<file path="config.mk">
export PLATFORM = sky130hd
export DESIGN_NAME = control_unit
export DESIGN_NICKNAME = d
export VERILOG_FILES = /design/src/rtl/control_unit.sv
export SDC_FILE = /design/constraint.sdc
export NUM_CORES = 1
export LEC_CHECK = 0
export ABC_AREA = 1
export CELL_PAD_IN_SITES_DETAIL_PLACEMENT = 1
export CELL_PAD_IN_SITES_GLOBAL_PLACEMENT = 1
export CORE_MARGIN = 2
export CORE_UTILIZATION = 21
export CTS_CLUSTER_SIZE = 24
export DETAILED_ROUTE_END_ITERATION = 10
export PLACE_DENSITY = 0.85
export SETUP_SLACK_MARGIN = 0.2
export SYNTH_ARGS = -nofsm -noshare
export SYNTH_HDL_FRONTEND = slang
export SYNTH_SLANG_ARGS = --single-unit
</file>
<file path="constraint.sdc">
create_clock -name Clock -period 1.45 [get_ports Clock]
set_clock_uncertainty 0.1 [all_clocks]
set_input_delay 0.29 -clock Clock [delete_from_list [all_inputs] [get_ports Clock]]
set_output_delay 0.29 -clock Clock [all_outputs]
set_load 0.02 [all_outputs]
</file>
<file path="src/rtl/control_unit.sv">
// ---------------------------------------------------------------------------
// control_unit
//
// Hardwired Moore controller for a simple load/store datapath. Each
// instruction is a fetch (T0-T2) followed by an opcode-dependent execute
// sequence (T3-T7). The controller can also sit in IDLE_S between
// instructions or stop permanently in HALT_S.
//
// Strobes are decoded combinationally from the registered state and the live
// opcode. The opcode is not latched, so an opcode change during T3-T7 is
// reflected in the strobes immediately.
//
// Ports
//   Clock      in   system clock, rising edge
//   Clear      in   asynchronous active-low reset
//   opcode[4:0] in  IR[31:27] from the datapath, valid from T3 onward
//   Stop       in   pause request, sampled only at instruction boundaries
//   PCout .. RAMin        out  datapath strobes
//   GRA .. Rout           out  register-select strobes
//   ZHighout .. OutPortIn out  unused strobes, tied low
//   Run        out  high while an instruction is executing
// ---------------------------------------------------------------------------
module control_unit (
    input  logic       Clock,
    input  logic       Clear,
    input  logic [4:0] opcode,
    input  logic       Stop,
    output logic       PCout,
    output logic       ZLowout,
    output logic       MDRout,
    output logic       MARin,
    output logic       PCin,
    output logic       MDRin,
    output logic       IRin,
    output logic       Yin,
    output logic       IncPC,
    output logic       Read,
    output logic       ZLowIn,
    output logic       Cout,
    output logic       RAMin,
    output logic       GRA,
    output logic       GRB,
    output logic       GRC,
    output logic       BAout,
    output logic       Rin,
    output logic       Rout,
    output logic       ZHighout,
    output logic       ZHighIn,
    output logic       HIin,
    output logic       LOin,
    output logic       HIout,
    output logic       LOout,
    output logic       CONin,
    output logic       InPortOut,
    output logic       OutPortIn,
    output logic       Run
);

    typedef enum logic [3:0] {
        IDLE_S,
        T0,
        T1,
        T2,
        T3,
        T4,
        T5,
        T6,
        T7,
        HALT_S
    } state_t;

    // Instruction classes that share an execute sequence.
    typedef enum logic [2:0] {
        OP_LD,
        OP_LDI,
        OP_ST,
        OP_ALU,
        OP_ADDI,
        OP_JR,
        OP_NOP,
        OP_HALT
    } op_class_t;

    state_t    state;
    state_t    state_next;
    state_t    end_next;
    op_class_t op_class;

    // Unused strobes in this revision.
    assign ZHighout  = 1'b0;
    assign ZHighIn   = 1'b0;
    assign HIin      = 1'b0;
    assign LOin      = 1'b0;
    assign HIout     = 1'b0;
    assign LOout     = 1'b0;
    assign CONin     = 1'b0;
    assign InPortOut = 1'b0;
    assign OutPortIn = 1'b0;

    // Opcode decode; any unlisted encoding behaves as nop.
    always_comb begin
        op_class = OP_NOP;
        case (opcode)
            5'b00000: op_class = OP_LD;
            5'b00001: op_class = OP_LDI;
            5'b00010: op_class = OP_ST;
            5'b00011,
            5'b00100,
            5'b00101,
            5'b00110: op_class = OP_ALU;
            5'b01100: op_class = OP_ADDI;
            5'b10100: op_class = OP_JR;
            5'b11011: op_class = OP_HALT;
            default:  op_class = OP_NOP;
        endcase
    end

    // State register. Clear forces IDLE_S without waiting for a clock edge,
    // which also drives every Moore output low at once.
    always_ff @(posedge Clock or negedge Clear) begin
        if (!Clear) begin
            state <= IDLE_S;
        end else begin
            state <= state_next;
        end
    end

    // Next state. Stop is only consulted at IDLE_S and at the last state of
    // an instruction, so a pause request never truncates execution.
    always_comb begin
        end_next   = Stop ? IDLE_S : T0;
        state_next = state;
        case (state)
            IDLE_S: state_next = Stop ? IDLE_S : T0;
            T0:     state_next = T1;
            T1:     state_next = T2;
            T2:     state_next = T3;
            T3: begin
                case (op_class)
                    OP_JR,
                    OP_NOP:  state_next = end_next;
                    OP_HALT: state_next = HALT_S;
                    default: state_next = T4;
                endcase
            end
            T4:     state_next = T5;
            T5: begin
                if (op_class == OP_LD || op_class == OP_ST) begin
                    state_next = T6;
                end else begin
                    state_next = end_next;
                end
            end
            T6:     state_next = T7;
            T7:     state_next = end_next;
            HALT_S: state_next = HALT_S;
            default: state_next = IDLE_S;
        endcase
    end

    // Moore strobe decode. BAout is used instead of Rout for the base
    // register of memory instructions so that R0 reads as zero; Rin and Rout
    // are never asserted in the same state.
    always_comb begin
        PCout   = 1'b0;
        ZLowout = 1'b0;
        MDRout  = 1'b0;
        MARin   = 1'b0;
        PCin    = 1'b0;
        MDRin   = 1'b0;
        IRin    = 1'b0;
        Yin     = 1'b0;
        IncPC   = 1'b0;
        Read    = 1'b0;
        ZLowIn  = 1'b0;
        Cout    = 1'b0;
        RAMin   = 1'b0;
        GRA     = 1'b0;
        GRB     = 1'b0;
        GRC     = 1'b0;
        BAout   = 1'b0;
        Rin     = 1'b0;
        Rout    = 1'b0;
        Run     = (state != IDLE_S) && (state != HALT_S);

        case (state)
            T0: begin
                PCout  = 1'b1;
                MARin  = 1'b1;
                IncPC  = 1'b1;
                ZLowIn = 1'b1;
            end
            T1: begin
                ZLowout = 1'b1;
                PCin    = 1'b1;
                Read    = 1'b1;
                MDRin   = 1'b1;
            end
            T2: begin
                MDRout = 1'b1;
                IRin   = 1'b1;
            end
            T3: begin
                case (op_class)
                    OP_LD, OP_LDI, OP_ST: begin
                        GRB   = 1'b1;
                        BAout = 1'b1;
                        Yin   = 1'b1;
                    end
                    OP_ALU, OP_ADDI: begin
                        GRB  = 1'b1;
                        Rout = 1'b1;
                        Yin  = 1'b1;
                    end
                    OP_JR: begin
                        GRA  = 1'b1;
                        Rout = 1'b1;
                        PCin = 1'b1;
                    end
                    default: ;
                endcase
            end
            T4: begin
                case (op_class)
                    OP_LD, OP_LDI, OP_ST, OP_ADDI: begin
                        Cout   = 1'b1;
                        ZLowIn = 1'b1;
                    end
                    OP_ALU: begin
                        GRC    = 1'b1;
                        Rout   = 1'b1;
                        ZLowIn = 1'b1;
                    end
                    default: ;
                endcase
            end
            T5: begin
                case (op_class)
                    OP_LDI, OP_ALU, OP_ADDI: begin
                        ZLowout = 1'b1;
                        GRA     = 1'b1;
                        Rin     = 1'b1;
                    end
                    OP_LD, OP_ST: begin
                        ZLowout = 1'b1;
                        MARin   = 1'b1;
                    end
                    default: ;
                endcase
            end
            T6: begin
                case (op_class)
                    OP_LD: begin
                        Read  = 1'b1;
                        MDRin = 1'b1;
                    end
                    // Store data comes from the register file, not memory.
                    OP_ST: begin
                        GRA   = 1'b1;
                        Rout  = 1'b1;
                        MDRin = 1'b1;
                    end
                    default: ;
                endcase
            end
            T7: begin
                case (op_class)
                    OP_LD: begin
                        MDRout = 1'b1;
                        GRA    = 1'b1;
                        Rin    = 1'b1;
                    end
                    OP_ST: begin
                        RAMin = 1'b1;
                    end
                    default: ;
                endcase
            end
            default: ;
        endcase
    end

endmodule

</file>
==> results.sh <==
export IMPL_routed_wirelength_mm=3.99
export IMPL_grt_pass1_wl_mm=5.30
export IMPL_htree_levels=1
export IMPL_p_int_mw=1.21
export IMPL_path_common_cell="inv_2"
export IMPL_cts_tree="done"
export IMPL_synth_top_cell_area_share_pct=14.9
export IMPL_power_frac_clock_pct=6.2
export IMPL_cpPeakStageDelay_ns=0.38
export IMPL_drt_initial_drc_count=21
export IMPL_dp_worst_setup_slack_ns=-1.31
export IMPL_combPwrFrac_pct=84.1
export IMPL_grt_pass1_vias=1189
export IMPL_synthSimpleGateAreaFrac_pct=49.8
export IMPL_start_util_pct=22.0
export IMPL_synth_xor_area_share_pct=0
export IMPL_via_count=1109
export IMPL_gp_congestion=0.870
export IMPL_post_drt_wl_per_cell_um=16.7
export IMPL_drc=0
export IMPL_yosys_warnings=0
export IMPL_violations="negative setup slack"
export IMPL_grt_start_max_net_pins=7
export IMPL_numPortBuffers=27
export IMPL_die_area_um2=3670
export IMPL_synth_compound_area_share_pct=9.11
export IMPL_holdCritPathClass="input pin to asynchronous set/reset pin"
export IMPL_reg2reg_depth=11
export IMPL_pin_count=37
export IMPL_yosysSeqAreaShare_pct=14.9
export IMPL_worstPathRequired_ns=1.06
export IMPL_hold_buffers=0
export IMPL_avgViaCountPerCell=4.64
export IMPL_peakVddDrop_mv=0.444
export IMPL_clk_latency_ns=0.24
export IMPL_synth_area_um2=673
export IMPL_fin_crit_ns=1.98
export IMPL_p_sw_mw=1.18
export IMPL_max_freq_ghz=0.506
export IMPL_drv_slew=0
export IMPL_reg2reg_slack_ns=-0.22
export IMPL_netlist_instances=122
export IMPL_r2r_start="state[0]$_DFF_PN0_"
export IMPL_crit_path_start_kind="flop"
export IMPL_p_per_area_nw_per_um2=1450
export IMPL_setup_worst_path_start="state[3]$_DFF_PN0_"
export IMPL_layout_setup_ws_ns=-0.528
export IMPL_regMostFlops="state"
export IMPL_synth_area_mux_share_pct=0
export IMPL_route_antenna_remaining_nets=0
export IMPL_synth_top_family_by_area="simple AND/OR/NAND/NOR gates"
export IMPL_diodes=0
export IMPL_area_delta_synth_final_pct=143
export IMPL_die_h_um=60.6
export IMPL_status="finished, violations left"
export IMPL_ys_seq_elements=4
export IMPL_worstSetupEndpointType="output pin"
export IMPL_hold_viol_final=0
export IMPL_fin_tns_setup_ns=-9.00
export IMPL_rsz0062_at_grt="yes"
export IMPL_synth_avg_cell_area_um2=5.52
export IMPL_dieWidth_um=60.6
export IMPL_dpl_cell_count=220
export IMPL_arrival_ns=1.59
export IMPL_synth_fa_ha_area_share_pct=0
export IMPL_antenna_found_initial=0
export IMPL_seqPwrFrac_pct=9.7
export IMPL_drive_above_1_share_pct=73.8
export IMPL_dpl_hpwl_mm=2.44
export IMPL_critPathKind="flop to output pin"
export IMPL_clkTransAtPathRegs_ns=0.05
export IMPL_yosysTopAreaCell="dfrtp_1"
export IMPL_synth_area_leaders="dfrtp_1 (15%), nand2_1 (13%), inv_1 (13%)"
export IMPL_core_um2=3050
export IMPL_fin_cells=239
export IMPL_num_rows=20
export IMPL_drv_cap=0
export IMPL_fin_crit_sh_pct=136
export IMPL_setup_viol=23
export IMPL_path_cells="inv_2 > buf_4 > nor3_4 > nand4_1 > nand2_2 > inv_2 > nand2_4 > buf_6"
export IMPL_critPathSlowestCell="dfrtp_1"
export IMPL_reg_top3="state (4)"
export IMPL_cts_buffers=3
export IMPL_path_max_fanout=4
export IMPL_switching_share_pct=49.4
export IMPL_nets=205
export IMPL_clockBufferDepth=2
export IMPL_dr_pass1_iters=2
export IMPL_largest_reg_flops=4
export IMPL_total_power_mw=2.38
export IMPL_grt_total_usage_pct=19.5
export IMPL_overflow=0
export IMPL_p_leak_nw=0.816
export IMPL_r2r_end="state[0]$_DFF_PN0_"
export IMPL_cts_sinks=4
export IMPL_cts_root_buf="clkbuf_4"
export IMPL_synth_cell_types=20
export IMPL_timing_hold_ws_ns=0.171
-- synthesized netlist by cell type --
| master | instances |
|---|---|
| a21oi_2 | 1 |
| buf_4 | 11 |
| conb_1 | 1 |
| dfrtp_1 | 4 |
| inv_1 | 23 |
| inv_2 | 1 |
| nand2_1 | 24 |
| nand2_2 | 2 |
| nand3_1 | 5 |
| nand3_2 | 2 |
| nand4_1 | 5 |
| nor2_1 | 21 |
| nor2_2 | 3 |
| nor2_4 | 1 |
| nor3_1 | 8 |
| nor3b_1 | 1 |
| o211ai_1 | 1 |
| o21a_1 | 1 |
| o21ai_0 | 6 |
| o31ai_1 | 1 |
-- power by group through the flow --
| stage | Sequential [mW] | Combinational [mW] | Clock (mW) |
|---|---|---|---|
| 4_1_cts | 0.204 | 1.55 | 0.139 |
| 2_1_floorplan | 0.206 | 0.746 | 0 |
| 3_3_place_gp | 0.198 | 1.38 | 0 |
| 3_5_place_dp | 0.202 | 1.44 | 0 |
| 5_1_grt | 0.237 | 2.10 | 0.161 |
| 6_report | 0.232 | 2.00 | 0.148 |
-- cells in the final DEF (no fill, tap or decap), types with 2 or more instances in the layout --
master and n:
buf_6 29, nor2_2 8, conb_1 9, nand4_1 5, nand2_1 15, nor2_4 10, clkdlybuf4s50_1 2, dfrtp_1 2
nor3_2 2, nand3_2 3, o21ai_2 3, buf_2 6, nand3_1 2, clkbuf_4 3, nor2_1 7, nand2_4 3
nor3_4 5, nand3_4 2, buf_4 35, inv_4 5, inv_2 14, dfrtp_2 2, nand2_2 8, inv_1 4
-- how the worst max path moves through the flow --
stage / endpoint / slack, ns
5_1_grt: GRA / -0.61
2_1_floorplan: GRA / -0.11
4_1_cts: GRA / -0.47
6_report: GRA / -0.53
3_5_place_dp: BAout / -1.31
3_3_place_gp: Rout / -1.24
-- cell type report --
| cell class | count | area, um^2 |
|---|---|---|
| tap | 44 | 55.1 |
| timing repair buffer | 73 | 659 |
| sequential | 4 | 103 |
| clock buffer | 3 | 22.5 |
| inverter | 24 | 108 |
| fill | 395 | 1410 |
| multi-input combinational | 91 | 692 |
-- metal layers --
| layer | vias up | global-route usage (%) | routed length [um] |
|---|---|---|---|
| met2 | 39 | 40.9 | 2380 |
| met1 | 545 | 18.1 | 1290 |
| met3 | 14 | 1.71 | 150 |
| met4 | 0 | 9.63 | 177 |
| met5 | - | 0 | 0 |
| li1 | 511 | - | - |
-- worst max-delay path, delay by kind of cell, from the launching register on --
family | cells | cell delay (ns)
AND/OR/NAND/NOR | 4 | 0.59
buffers and inverters | 4 | 0.39
flip-flops | 1 | 0.38
-- through the flow --
| step | utilization, % | area [um^2] |
|---|---|---|
| after floorplan | - | 828 |
| after global placement | 42.2 | 1290 |
| after detailed placement | 42.2 | 1290 |
| after CTS | 46.5 | 1420 |
| after global routing | 53.7 | 1640 |
| final | 53.7 | 1640 |
-- what timing repair did --
action | CTS | global route
pin swaps | 17 | 14
endpoints found under the hold margin | 0 | 0
buffers inserted | 7 | 9
resized for setup | 146 | 52
endpoints found under the setup margin | 24 | 24
-- kinds of logic (layout without fill, tap and decap cells) --
kind of cell	after synthesis	in the layout
compound gates	10	10
buf+inv	35	100
flops	4	4
other cells	1	9
simple gates	72	72
No activity file was read; power rests on OpenSTA's default activity.
